<file path="src/rtl/uart_axi_slv.sv">
// UART register slave (TX_COM 0x10, REC 0x20, RX_COM 0x30); UART_LOOPBACK_EN routes TX into RX.
// Read response 1 cycle after request, no backpressure; TX_COM writes while busy are dropped.
module uart_axi_slv #(
  parameter logic [31:0] BASE_ADDR    = 32'h80020000,
  parameter int          CLKS_PER_BIT = 434
) (
  input  logic        clk,
  input  logic        c_sys_rst,
  input  logic        c_axi_mst_rd_valid,
  input  logic [31:0] axi_mst_rd_addr,
  input  logic        c_axi_mst_wr_valid,
  input  logic [31:0] axi_mst_wr_addr,
  input  logic [31:0] axi_mst_wr_data,
  output logic [31:0] axi_slv_rd_data,
  output logic        c_axi_slv_rd_ready,
  output logic        uart_tx,
  input  logic        uart_rx
);

  localparam int CW = $clog2(CLKS_PER_BIT);
  localparam logic [CW-1:0] BIT_LAST = CW'(CLKS_PER_BIT - 1);
  localparam logic [CW-1:0] HALF_M1  = CW'(CLKS_PER_BIT / 2 - 1);

  typedef enum logic [1:0] {TX_IDLE, TX_START, TX_DATA, TX_STOP} tx_state_t;
  typedef enum logic [1:0] {RX_IDLE, RX_START, RX_DATA, RX_STOP} rx_state_t;

  tx_state_t tx_state;
  logic [CW-1:0] tx_cnt;
  logic [2:0]    tx_bit;
  logic [7:0]    tx_sh;
  logic          tx_line;
  logic          tx_busy;

  rx_state_t rx_state;
  logic [CW-1:0] rx_cnt;
  logic [2:0]    rx_bit;
  logic [7:0]    rx_sh;
  logic          rx_src, rx_ff1, rx_s, rx_prev;
  logic [7:0]    rx_data;
  logic          rx_valid, overrun, frame_err;

  logic rd_win, wr_win, rd_hit, rd_rec, rd_rxc, wr_tx;
  logic stop_smp, byte_ok;
  logic unused;

`ifdef UART_LOOPBACK_EN
  assign rx_src  = tx_line;
  assign uart_tx = 1'b1;
  assign unused  = ^{uart_rx, axi_mst_wr_data[31:8]};
`else
  assign rx_src  = uart_rx;
  assign uart_tx = tx_line;
  assign unused  = ^axi_mst_wr_data[31:8];
`endif

  assign rd_win  = axi_mst_rd_addr[31:8] == BASE_ADDR[31:8];
  assign wr_win  = axi_mst_wr_addr[31:8] == BASE_ADDR[31:8];
  assign rd_hit  = c_axi_mst_rd_valid && rd_win;
  assign rd_rec  = rd_hit && (axi_mst_rd_addr[7:0] == 8'h20);
  assign rd_rxc  = rd_hit && (axi_mst_rd_addr[7:0] == 8'h30);
  assign wr_tx   = c_axi_mst_wr_valid && wr_win && (axi_mst_wr_addr[7:0] == 8'h10);
  assign tx_busy = tx_state != TX_IDLE;

  assign stop_smp = (rx_state == RX_STOP) && (rx_cnt == BIT_LAST);
  assign byte_ok  = stop_smp && rx_s;

  // Register read port
  always_ff @(posedge clk) begin
    if (c_sys_rst) begin
      c_axi_slv_rd_ready <= 1'b0;
      axi_slv_rd_data    <= 32'h0;
    end else begin
      c_axi_slv_rd_ready <= rd_hit;
      axi_slv_rd_data    <= 32'h0;
      if (rd_hit) begin
        case (axi_mst_rd_addr[7:0])
          8'h10:   axi_slv_rd_data <= {31'b0, tx_busy};
          8'h20:   axi_slv_rd_data <= {24'b0, rx_data};
          8'h30:   axi_slv_rd_data <= {29'b0, frame_err, overrun, rx_valid};
          default: axi_slv_rd_data <= 32'h0;
        endcase
      end
    end
  end

  always_ff @(posedge clk) begin
    if (c_sys_rst) begin
      tx_state <= TX_IDLE;
      tx_cnt   <= '0;
      tx_bit   <= '0;
      tx_sh    <= '0;
      tx_line  <= 1'b1;
    end else begin
      case (tx_state)
        TX_IDLE: begin
          tx_line <= 1'b1;
          if (wr_tx) begin
            tx_state <= TX_START;
            tx_line  <= 1'b0;
            tx_cnt   <= '0;
            tx_sh    <= axi_mst_wr_data[7:0];
          end
        end
        TX_START: begin
          if (tx_cnt == BIT_LAST) begin
            tx_cnt   <= '0;
            tx_bit   <= '0;
            tx_state <= TX_DATA;
            tx_line  <= tx_sh[0];
          end else begin
            tx_cnt <= tx_cnt + 1'b1;
          end
        end
        TX_DATA: begin
          if (tx_cnt == BIT_LAST) begin
            tx_cnt <= '0;
            if (tx_bit == 3'd7) begin
              tx_state <= TX_STOP;
              tx_line  <= 1'b1;
            end else begin
              tx_bit  <= tx_bit + 1'b1;
              tx_sh   <= {1'b0, tx_sh[7:1]};
              tx_line <= tx_sh[1];
            end
          end else begin
            tx_cnt <= tx_cnt + 1'b1;
          end
        end
        default: begin
          if (tx_cnt == BIT_LAST) begin
            tx_cnt   <= '0;
            tx_state <= TX_IDLE;
          end else begin
            tx_cnt <= tx_cnt + 1'b1;
          end
        end
      endcase
    end
  end

  // RX bit timing counts from the detected falling edge; centre of bit = half period later
  always_ff @(posedge clk) begin
    if (c_sys_rst) begin
      rx_ff1   <= 1'b1;
      rx_s     <= 1'b1;
      rx_prev  <= 1'b1;
      rx_state <= RX_IDLE;
      rx_cnt   <= '0;
      rx_bit   <= '0;
      rx_sh    <= '0;
    end else begin
      rx_ff1  <= rx_src;
      rx_s    <= rx_ff1;
      rx_prev <= rx_s;
      case (rx_state)
        RX_IDLE: begin
          if (rx_prev && !rx_s) begin
            rx_state <= RX_START;
            rx_cnt   <= '0;
          end
        end
        RX_START: begin
          if (rx_cnt == HALF_M1) begin
            rx_cnt   <= '0;
            rx_bit   <= '0;
            rx_state <= rx_s ? RX_IDLE : RX_DATA;
          end else begin
            rx_cnt <= rx_cnt + 1'b1;
          end
        end
        RX_DATA: begin
          if (rx_cnt == BIT_LAST) begin
            rx_cnt <= '0;
            rx_sh  <= {rx_s, rx_sh[7:1]};
            rx_bit <= rx_bit + 1'b1;
            if (rx_bit == 3'd7) rx_state <= RX_STOP;
          end else begin
            rx_cnt <= rx_cnt + 1'b1;
          end
        end
        default: begin
          if (rx_cnt == BIT_LAST) begin
            rx_cnt   <= '0;
            rx_state <= RX_IDLE;
          end else begin
            rx_cnt <= rx_cnt + 1'b1;
          end
        end
      endcase
    end
  end

  // A REC read in the completion cycle frees the holding register, so no overrun then
  always_ff @(posedge clk) begin
    if (c_sys_rst) begin
      rx_data   <= '0;
      rx_valid  <= 1'b0;
      overrun   <= 1'b0;
      frame_err <= 1'b0;
    end else begin
      if (rd_rxc) begin
        overrun   <= 1'b0;
        frame_err <= 1'b0;
      end
      if (byte_ok) begin
        if (!rx_valid || rd_rec) begin
          rx_data  <= rx_sh;
          rx_valid <= 1'b1;
        end else begin
          overrun <= 1'b1;
        end
      end else if (rd_rec) begin
        rx_valid <= 1'b0;
      end
      if (stop_smp && !rx_s) frame_err <= 1'b1;
    end
  end

endmodule

</file>
<file path="config.mk">
export PLATFORM = sky130hd
export DESIGN_NAME = uart_axi_slv
export DESIGN_NICKNAME = d
export VERILOG_FILES = /design/src/rtl/uart_axi_slv.sv
export SDC_FILE = /design/constraint.sdc
export NUM_CORES = 1
export LEC_CHECK = 0
export CORE_UTILIZATION = 48
export CTS_CLUSTER_DIAMETER = 50
export DETAILED_ROUTE_END_ITERATION = 16
export MAX_ROUTING_LAYER = met4
export PLACE_DENSITY_LB_ADDON = 0.1
export SLEW_MARGIN = 20
export SYNTH_ARGS = -nofsm -noshare
export SYNTH_HDL_FRONTEND = slang
export SYNTH_SLANG_ARGS = --single-unit
</file>
<file path="constraint.sdc">
create_clock -name clk -period 2.9 [get_ports clk]
set_clock_uncertainty 0.15 [all_clocks]
set_input_delay 0.29 -clock clk [delete_from_list [all_inputs] [get_ports clk]]
set_output_delay 0.29 -clock clk [all_outputs]
set_load 0.02 [all_outputs]
</file>
==> impl_metrics.ini, run 1 <==
[synthesis]
netlist-cell-type-count = 61
synth_seq_area_share_pct = 37.9
synth-edff-count = 0
ys.flop_type = dfxtp_1
syn_area_sq_um = 3590
ys_ff_latch = 68
synth_warnings = 0
syn_inst = 411
syn_area_per_cell_sq_um = 8.74
async_flop_share_pct = 0

[routing]
totalWireLength_um = 7460
drtIter0Drc = 111
routed_via_density = 5.13
ant_nets = 0
wl_per_cell_um = 12.6
firstDrtPassIters = 4
drc = 0
dr_total_vias = 3047

[final_layout]
finalNetCount = 604
antennaDiodeCount = 0
layout-drive-gt1-share_pct = 7.47
synthToLayoutAreaGrowth_pct = 28.4
final_cell_mix = clkdlybuf4s50_1 (85), dfxtp_1 (68), nand2_1 (33)
final_common_cell = clkdlybuf4s50_1
fill_cells = 642

[global_route]
grt_pass1_wl_um = 12100
grt_usage_pct = 20.3
grt_pass1_vias = 2792
grt_max_degree = 48
antenna_found_initial = 0
overflow = 0

[setup_path]
crit_required_ps = 3010
worstPathMaxFanout = 18
cpPeakStageDelay_ps = 640
cp.depth = 6
crit_buf_inv = 1
end_kind = flip-flop
critPathKind = reg2reg
crit_path_cell_trace = inv_1 > ha_1 > o31ai_1 > o21ai_1 > o21ai_0 > a21oi_1
cpMaxStageDelayCell = ha_1
cp-start-kind = flip-flop
crit_arrival_ps = 2430
reg2reg_depth = 6
critical_path.top_delay_family = compound AO/OA/AOI/OAI gates

[sta]
hold_violations = 0
tns_ps = 0
fin_crit_sh_pct = 80.0
slew_headroom_pct = 37.6
worstMarginPinSlew_ps = 930
fin_crit_ps = 2320
setup_viol = 0
max_freq_ghz = 0.431
rsz0062_at_grt = false
slew_violations = 0

[clock_network]
clock_sinks = 68
insertion_delay_ps = 350
htreeDepth = 3
cts_setup_buffers = 0
cts_tree = done
clock-root-buffer = clkbuf_8
path_clk_slew_ps = 80
post_cts_resized = 0
postCtsHoldBufs = 0
clockBufferDepth = 2
cts_buffers = 9

[power]
power.switching_uw = 644
p_leak_uw = 0.00158
intPower_uw = 1570
p_per_area_nw_per_um2 = 479
p_sw_share_pct = 29.1
power.total_uw = 2210
combPwrFrac_pct = 18.1
irDropWorstVdd_mv = 0.298
clkPwrFrac_pct = 36.9
p_seq_share_pct = 45.0

[floorplan]
start_util_pct = 49.5
die_h_um = 88.5
die_area_sq_um = 7830
row_count = 31
ios = 135
core_sq_um = 7250
fp.dieW_um = 88.5

[placed_design]
place.gp.congestion = 0.856
io_buffers = 86
hpwl_um = 5490

[worst_hold_path]
hold_class = reg2reg
hold_depth = 1

[flow_run]
maxCapViolCount = 0

[status]
status = finished clean
-- synth_stat cells, types with 4 or more instances --
library cell	number	area, sq um
a21oi_1	29	145
dfxtp_1	68	1360
and3_1	4	25.0
nor4b_2	4	60.1
nand2b_1	5	31.3
a31oi_1	4	25.0
and2_1	6	37.5
nor2_1	32	120
nand4_1	8	50.1
nor4_1	6	37.5
buf_4	24	180
ha_1	13	163
nor3_1	10	50.1
nand3_1	13	65.1
nand2_1	33	124
nor2b_1	14	87.6
mux2i_1	16	160
clkbuf_1	11	41.3
o41ai_1	7	61.3
inv_1	14	52.6
o21ai_0	19	95.1
xnor2_1	4	35.0
or2_2	6	37.5
xor2_1	4	35.0
-- state kept, by name, indices dropped and copies added, names as in the netlist --
name	count
tx_sh	8
rx_s	1
rx_data	8
tx_state	2
axi_slv_rd_data	8
rx_sh	8
overrun	1
rx_bit	3
rx_state	2
rx_valid	1
uart_tx	1
frame_err	1
tx_bit	3
tx_cnt	9
c_axi_slv_rd_ready	1
rx_ff1	1
rx_prev	1
rx_cnt	9
-- worst paths after layout --
path,from,end,slack [ps]
hold / removal,rx_ff1,rx_s,260
setup reg to reg,tx_state[0],tx_sh[7],580
hold reg to reg,rx_ff1,rx_s,260
setup / recovery,tx_state[0],tx_sh[7],580
-- metal layers --
metal	global-route usage, %	up-vias	share of wire, %
met5	-	-	0
met4	8.50	0	1.6
met3	3.73	10	4.6
met2	32.2	72	47
met1	25.3	1378	47
li1	-	1587	-
-- area by class of cell --
class                           count  area [sq um]  share of cell area (%)
Sequential cell                    68          1360                    29.5
Multi-Input combinational cell    309          1990                    43.2
Tap cell                           99           124                    2.69
Inverter                           14          52.6                    1.14
Timing Repair Buffer               88           871                    18.9
Clock buffer                        9           124                    2.69
Clock inverter                      7          83.8                    1.82
-- per-stage QoR --
step	area [sq um]	util [%]	worst slack, ps	hold slack (ps)	instances
6_report	4610	63.6	580	264	594
5_1_grt	4610	63.6	319	287	594
4_1_cts	4610	63.6	582	269	594
3_3_place_gp	4400	60.7	451	243	578
3_5_place_dp	4400	60.7	431	250	578
2_1_floorplan	3680	-	1080	239	434
-- cells by family after synthesis --
| group | count (synthesis) | synth area share, % |
|---|---|---|
| AO/OA/AOI/OAI | 87 | 16.6 |
| XOR/XNOR | 8 | 1.95 |
| adder cells (fa/ha/maj) | 13 | 4.53 |
| buffers and inverters | 57 | 8.99 |
| flip-flops | 68 | 37.9 |
| multiplexers | 16 | 4.46 |
| other | 1 | 0.104 |
| AND/OR/NAND/NOR | 161 | 25.4 |
-- power groups by stage --
stage | sequential, uW | combinational [uW] | clock (uW)
6_report | 993 | 400 | 816
5_1_grt | 999 | 447 | 887
4_1_cts | 993 | 402 | 843
3_5_place_dp | 1010 | 400 | 0
3_3_place_gp | 1010 | 392 | 0
2_1_floorplan | 1010 | 276 | 0
No activity file was read; power rests on OpenSTA's default activity.
==> run 2: changes to the inputs <==
Settings changed: CORE_UTILIZATION 48 to 45.
Clock period 2.9 ns to 2.2 ns, I/O delays scaled along.
==> impl_metrics.ini, run 2 (same netlist as run 1, synthesis figures left out) <==
[setup_path]
end_kind = flip-flop
r2r_start = tx_cnt[0]
worstPathMaxFanout = 8
crit_required_ps = 2270
critPathKind = in2reg
crit_start = axi_mst_rd_addr[11]
cp-start-kind = primary input
crit_arrival_ps = 2080

[floorplan]
ios = 135
fp.dieW_um = 91.3
core_sq_um = 7730
row_count = 32
start_util_pct = 46.5
die_area_sq_um = 8340
die_h_um = 91.3

[final_layout]
finalNetCount = 620
final_cell_mix = clkdlybuf4s50_1 (85), dfxtp_1 (68), nand2_1 (33)
layout-drive-gt1-share_pct = 10.8
final_common_cell = clkdlybuf4s50_1
postLayoutCoreUtil_pct = 61.4
synthToLayoutAreaGrowth_pct = 32.2
top_regs = rx_cnt: 9 flops, tx_cnt: 9 flops
antennaDiodeCount = 0
fill_cells = 664

[global_route]
met2_usage_pct = 31.7
grt.busiest_layer = met2
grt_usage_pct = 19.3
grt_pass1_vias = 2880
antenna_found_initial = 0
grt_pass1_wl_um = 12800
overflow = 0
grt_use_met1_pct = 23.3
grtUsageMet3_pct = 4.19
grt_max_degree = 48

[clock_network]
postCtsHoldBufs = 0
insertion_delay_ps = 340
clock-root-buffer = clkbuf_8
clock_sinks = 68
cts_tree = done
clockBufferDepth = 2
cts_setup_buffers = 0
cts_buffers = 9
path_clk_slew_ps = 70
htreeDepth = 3

[status]
status = finished clean

[routing]
firstDrtPassIters = 4
totalWireLength_um = 7690
ant_nets = 0
dr_total_vias = 3117
drtIter0Drc = 95
wl_per_cell_um = 12.5
drc = 0
routed_via_density = 5.08

[sta]
fin_crit_ps = 2010
setup_viol = 0
tns_ps = 0
hold_violations = 0
holdWs_ps = 265
fin_crit_sh_pct = 91.3
rsz0062_at_grt = false
worstMarginPinSlew_ps = 806
max_freq_ghz = 0.498
slew_violations = 0
slew_headroom_pct = 46.2

[worst_hold_path]
hold_class = reg2reg
min_from = rx_ff1

[placed_design]
hpwl_um = 5740
place.gp.congestion = 0.790
io_buffers = 86

[power]
power.total_uw = 2920
p_leak_uw = 0.00165
p_per_area_nw_per_um2 = 614
irDropWorstVdd_mv = 0.305

[flow_run]
maxCapViolCount = 0
[run 2: layout make-up]
type	count	area, sq um	share of cell area, %
timing repair buffer	104	1000	21.1
sequential	68	1360	28.7
multi-input combinational	309	2000	42.2
clock inverter	7	75.1	1.58
clock buffer	9	124	2.61
inverter	14	52.6	1.11
tap	102	128	2.69
[run 2: timing repair]
action / CTS / global route
gates resized for setup: 0 / 2
endpoints found under the hold margin: 0 / 0
setup endpoints to repair: 0 / 10
[run 2: power breakdown]
part | switching [uW] | internal [uW]
logic | 293 | 289
clock network | 497 | 526
registers | 34.8 | 1280
[run 2: final timing paths]
kind	end	slack [ps]	cells after the start
setup / recovery	rx_data[1]	190	6
hold / removal	rx_s	270	1
setup reg to reg	tx_bit[2]	230	6
hold reg to reg	rx_s	270	1
[run 2: metal layers]
| layer | wire, um | part of all wire [%] | vias up |
|---|---|---|---|
| li1 | - | - | 1616 |
| met1 | 3650 | 47 | 1408 |
| met2 | 3510 | 46 | 84 |
| met3 | 412 | 5.4 | 9 |
| met4 | 114 | 1.5 | 0 |
| met5 | 0 | 0 | - |
[run 2: critical path, stage by stage]
cell and delay (ps):
clkdlybuf4s50_1 420, nor4_2 350, nand4_2 210, o41a_1 560
o21ai_0 220, a21oi_1 100
[run 2: metrics by stage]
stage | area (sq um) | setup WS (ps) | instances
global placement | 4540 | -87.3 | 597
floorplan | 3680 | 380 | 434
finish | 4750 | 191 | 613
CTS | 4740 | 55.5 | 613
global route | 4750 | 53.1 | 613
detailed placement | 4540 | -150 | 597
==> patch 1 (config.mk and constraints of run 2) <==
Build with the macro `UART_LOOPBACK_EN` defined.
--- a/src/rtl/uart_axi_slv.sv
+++ b/src/rtl/uart_axi_slv.sv
@@ -2,2 +2,4 @@
 // Read response 1 cycle after request, no backpressure; TX_COM writes while busy are dropped.
+`define UART_LOOPBACK_EN
+
 module uart_axi_slv #(
Function: changed (Yosys sat finds a counterexample within 4 cycles, from zero or initial values and one cycle with c_sys_rst high).
==> patch 1 against run 2 <==
- power rose by 7.1%
- sequential cell count is the same
- synthesized area grew 0.49%
- first-iteration DRC count down 4.2%
- non-clock buffer count is 2 higher
- sequential share of layout area down 0.23 points
- cell count down 0.49%
- wire length is 1.3% lower
- worst hold slack got worse by 65 ps
- cell area up 0.79%
- worst setup slack improved by 31 ps
- critical endpoint is now rx_data[7]$_SDFFE_PP0P_
- highest routed layer unchanged
==> patch 1: results (changes against run 2) <==
| Metric | Value |
|---|---|
| Outcome | `completed` |
| Final routed wire length divided by cell count | `12.4 µm (-0.84%)` |
| HPWL Detailed | `5670 µm (-1.2%)` |
| Largest registers | `rx_cnt (9), tx_cnt (9)` |
| Post-synthesis share of cell area spent on full adders, half adders and majority gates | `0.0451 (-0.000220)` |
| Data arrival time at the worst-slack endpoint | `2060 ps (-20 ps)` |
| Total wire length | `7580 µm (-1.3%)` |
| Via density per instance | `5.16 (+1.4%)` |
| GPL Wtd Cong | `0.765 (-3.1%)` |
| First drt pass iteration count | `5 (+1)` |
| Placed Cells | `594 (-0.50%)` |
| Maximum vdd ir drop | `0.000366 V (+20%)` |
| Cell types with the largest area share after synthesis | `sky130_fd_sc_hd__dfxtp_1 (38%), sky130_fd_sc_hd__buf_4 (5.2%), sky130_fd_sc_hd__ha_1 (4.5%)` |
| Number of endpoints with negative hold slack in the final report | `0 (unchanged)` |
| Standby leakage power | `1.72 nW (+4.2%)` |
| List of most frequent post-synthesis cells | `sky130_fd_sc_hd__dfxtp_1 (68), sky130_fd_sc_hd__nand2_1 (33), sky130_fd_sc_hd__a21oi_1 (29)` |
| Fill cell count | `682 (+2.7%)` |
| Cells after Synth | `407 (-0.97%)` |
| Initial drt markers | `91 (-4.2%)` |
| Fin nets | `617 (-0.48%)` |
| DRC violations left | `0 (unchanged)` |
| Class of the tightest hold or removal check | `primary input to flop` |
| Number of unique standard cell types used by synthesis | `62 (+1.6%)` |
| Layout cells sized above 1 | `0.114 (+0.00654)` |
| Pre-CTS setup slack | `-166 ps (-15.9 ps)` |
| Area fraction in compound gates after synthesis | `0.164 (-0.00219)` |
| Largest net degree at the start of global routing | `64 (+33%)` |
| Sw Pwr | `0.936 mW (+13%)` |
| Multiplexer share of the synthesized area | `0.0444 (-0.000217)` |
| Count of input and output buffers | `84 (-2.3%)` |
| Post-synthesis async set-or-reset flop share | `0 (unchanged)` |
| Relative max-transition margin | `0.573 (+0.111)` |
| Vias in the first global route | `3006 (+4.4%)` |
| Wire length of the first global-routing pass | `12700 µm (-0.43%)` |
| Register area share after synthesis | `0.377 (-0.00184)` |
| Xor/xnor share of the synthesized area | `0.0194 (-0.0000947)` |
| GR Util All Layers | `0.191 (-0.00265)` |
patch 1: cell types whose count changed after synthesis, moves of 2 or more:
cell,before,now
sky130_fd_sc_hd__o21ai_0,19,21
sky130_fd_sc_hd__nor2_1,32,28
sky130_fd_sc_hd__and3_1,4,8
sky130_fd_sc_hd__nand2b_1,5,3
sky130_fd_sc_hd__inv_1,14,11
patch 1: worst reg2reg max path: cells and delay by family, from the launching register on:
kind / cells / cell delay, ps
flip-flops: 1 / 390
AO/OA/AOI/OAI: 3 / 960
adder cells (fa/ha/maj): 1 / 170
AND/OR/NAND/NOR: 1 / 180
patch 1: power groups by stage:
stage	Clock (mW)	Sequential (mW)	Combinational, mW
floorplan	0	1.36	0.473
global placement	0	1.37	0.707
detailed placement	0	1.38	0.719
CTS	1.09	1.35	0.722
global route	1.15	1.36	0.802
finish	1.05	1.35	0.721
patch 1: cells by family after synthesis:
group           count (synthesis)
mux                            16
flops                          68
compound gates                 87
simple gates                  158
xor+xnor                        8
buf+inv                        55
other cells                     2
fa+ha+maj                      13
patch 1: cell type report:
cell class,instances,area (µm²),area share
Timing Repair Buffer,106,1030,0.214
Tap cell,102,128,0.0267
Inverter,11,41.3,0.00863
Clock buffer,9,124,0.0259
Multi-Input combinational cell,307,2020,0.422
Clock inverter,7,85.1,0.0178
Sequential cell,68,1360,0.285
patch 1: final timing paths:
kind                                from                 endpoint  slack (ps)  depth (start not counted)
setup / recovery     axi_mst_rd_addr[11]  rx_data[7]$_SDFFE_PP0P_         220                          6
hold / removal                 c_sys_rst   tx_cnt[6]$_SDFFE_PP0P_         200                          3
setup reg to reg  tx_cnt[0]$_SDFFE_PP0P_    tx_sh[6]$_SDFFE_PP0P_         240                          5
hold reg to reg        rx_ff1$_SDFF_PP1_          rx_s$_SDFF_PP1_         260                          1
patch 1: through the flow:
step	total power, mW	instance area [µm²]
detailed placement	2.09	4570
global route	3.30	4780
global placement	2.08	4570
finish	3.12	4780
CTS	3.16	4780
floorplan	1.83	3690
patch 1: timing repair:
| item | in CTS | in global routing |
|---|---|---|
| gates resized for setup | 0 | 1 |
| setup endpoints to repair | 0 | 8 |
| buffers inserted | 0 | 0 |
patch 1: routing by layer:
metal  vias to the layer above  global-route usage  routed length, µm
met1                      1441               0.219               3430
met4                         0              0.0807                 87
met5                         -                   -                  0
met2                        82               0.323               3660
met3                         9              0.0377                414
li1                       1614                   -                  -
==> patch 2 (config.mk and constraints of run 2) <==
Made on the original files. Encoding of `rx_state_t`: now one-hot (4 bits for 4 states).
--- a/src/rtl/uart_axi_slv.sv
+++ b/src/rtl/uart_axi_slv.sv
@@ -24,3 +24,3 @@
   typedef enum logic [1:0] {TX_IDLE, TX_START, TX_DATA, TX_STOP} tx_state_t;
-  typedef enum logic [1:0] {RX_IDLE, RX_START, RX_DATA, RX_STOP} rx_state_t;
+  typedef enum logic [3:0] {RX_IDLE = 4'b0001, RX_START = 4'b0010, RX_DATA = 4'b0100, RX_STOP = 4'b1000} rx_state_t;
 
Check against the original RTL: no difference found for any inputs over 10 cycles, from zero or initial values and one cycle with c_sys_rst high; not proved beyond that.
==> patch 2 against run 2 <==
- sequential cell count up 2
- global-route usage rose by 2.3 points
- wire length increased by 11%
- sequential power up 8%
- cell area rose by 4.4%
- power rose by 18%
- worst setup slack lost 95 ps
- synthesized area is 1.1% higher
- critical path type unchanged
- critical endpoint is now tx_sh[3]$_SDFFE_PP0P_
==> patch 2: results (changes against run 2) <==
| Metric | Value |
|---|---|
| Outcome | `completed` |
| Number of unique standard cell types used by synthesis | `50 (-18%)` |
| Critical Path Fanout Max | `17 (+9)` |
| Class of the tightest hold or removal check | `primary input to flop` |
| Total wire length | `8530 µm (+11%)` |
| Xor/xnor share of the synthesized area | `0.0169 (-0.00263)` |
| Standby leakage power | `1.84 nW (+11%)` |
| Multi-input gate area | `2030 µm² (+1.6%)` |
| Maximum vdd ir drop | `0.000412 V (+35%)` |
| Post-cts repair resize count | `4 (+4)` |
| Sw Pwr | `1.06 mW (+28%)` |
| Vias | `3360 (+7.8%)` |
| Number of synthesized register bits | `70 (+2.9%)` |
| Non-CTS inverters | `16 (+2)` |
| Met1 layer usage reported by global route | `0.256 (+0.0228)` |
| Layout cells sized above 1 | `0.127 (+0.0196)` |
| Met2 routed WL | `4240 µm (+21%)` |
| Clock-cell share of area | `0.0394 (-0.00254)` |
| Relative max-transition margin | `0.625 (+0.162)` |
| GR Util All Layers | `0.216 (+0.0229)` |
| GRT met3 Usage | `0.0489 (+0.00705)` |
| Cell area after placement | `4710 µm² (+3.8%)` |
| Pwr per Cell Area | `694 nW/µm² (+13%)` |
| Part of the power in the clock network | `0.303 (-0.048)` |
| Final Util | `0.638 (+0.0239)` |
| Initial drt markers | `126 (+33%)` |
| Met2 Usage GRT | `0.370 (+0.0531)` |
[patch 2: worst max-delay path: stages]
cell and delay [ps]:
sky130_fd_sc_hd__clkdlybuf4s50_1 440, sky130_fd_sc_hd__nor4b_2 280, sky130_fd_sc_hd__nand4_1 160, sky130_fd_sc_hd__o41a_1 420, sky130_fd_sc_hd__buf_4 190, sky130_fd_sc_hd__or3_1 380, sky130_fd_sc_hd__a21oi_1 150
[patch 2: path summary, 6_finish.rpt]
check | endpoint | start | cells past startpoint | slack (ps)
hold reg to reg | rx_bit[2]$_SDFFE_PP0P_ | rx_bit[2]$_SDFFE_PP0P_ | 2 | 310
setup / recovery | tx_sh[3]$_SDFFE_PP0P_ | axi_mst_wr_addr[15] | 7 | 100
setup reg to reg | rx_state[0]$_SDFFE_PP1P_ | rx_cnt[1]$_SDFFE_PP0P_ | 7 | 110
hold / removal | rx_ff1$_SDFF_PP1_ | uart_rx | 2 | 290
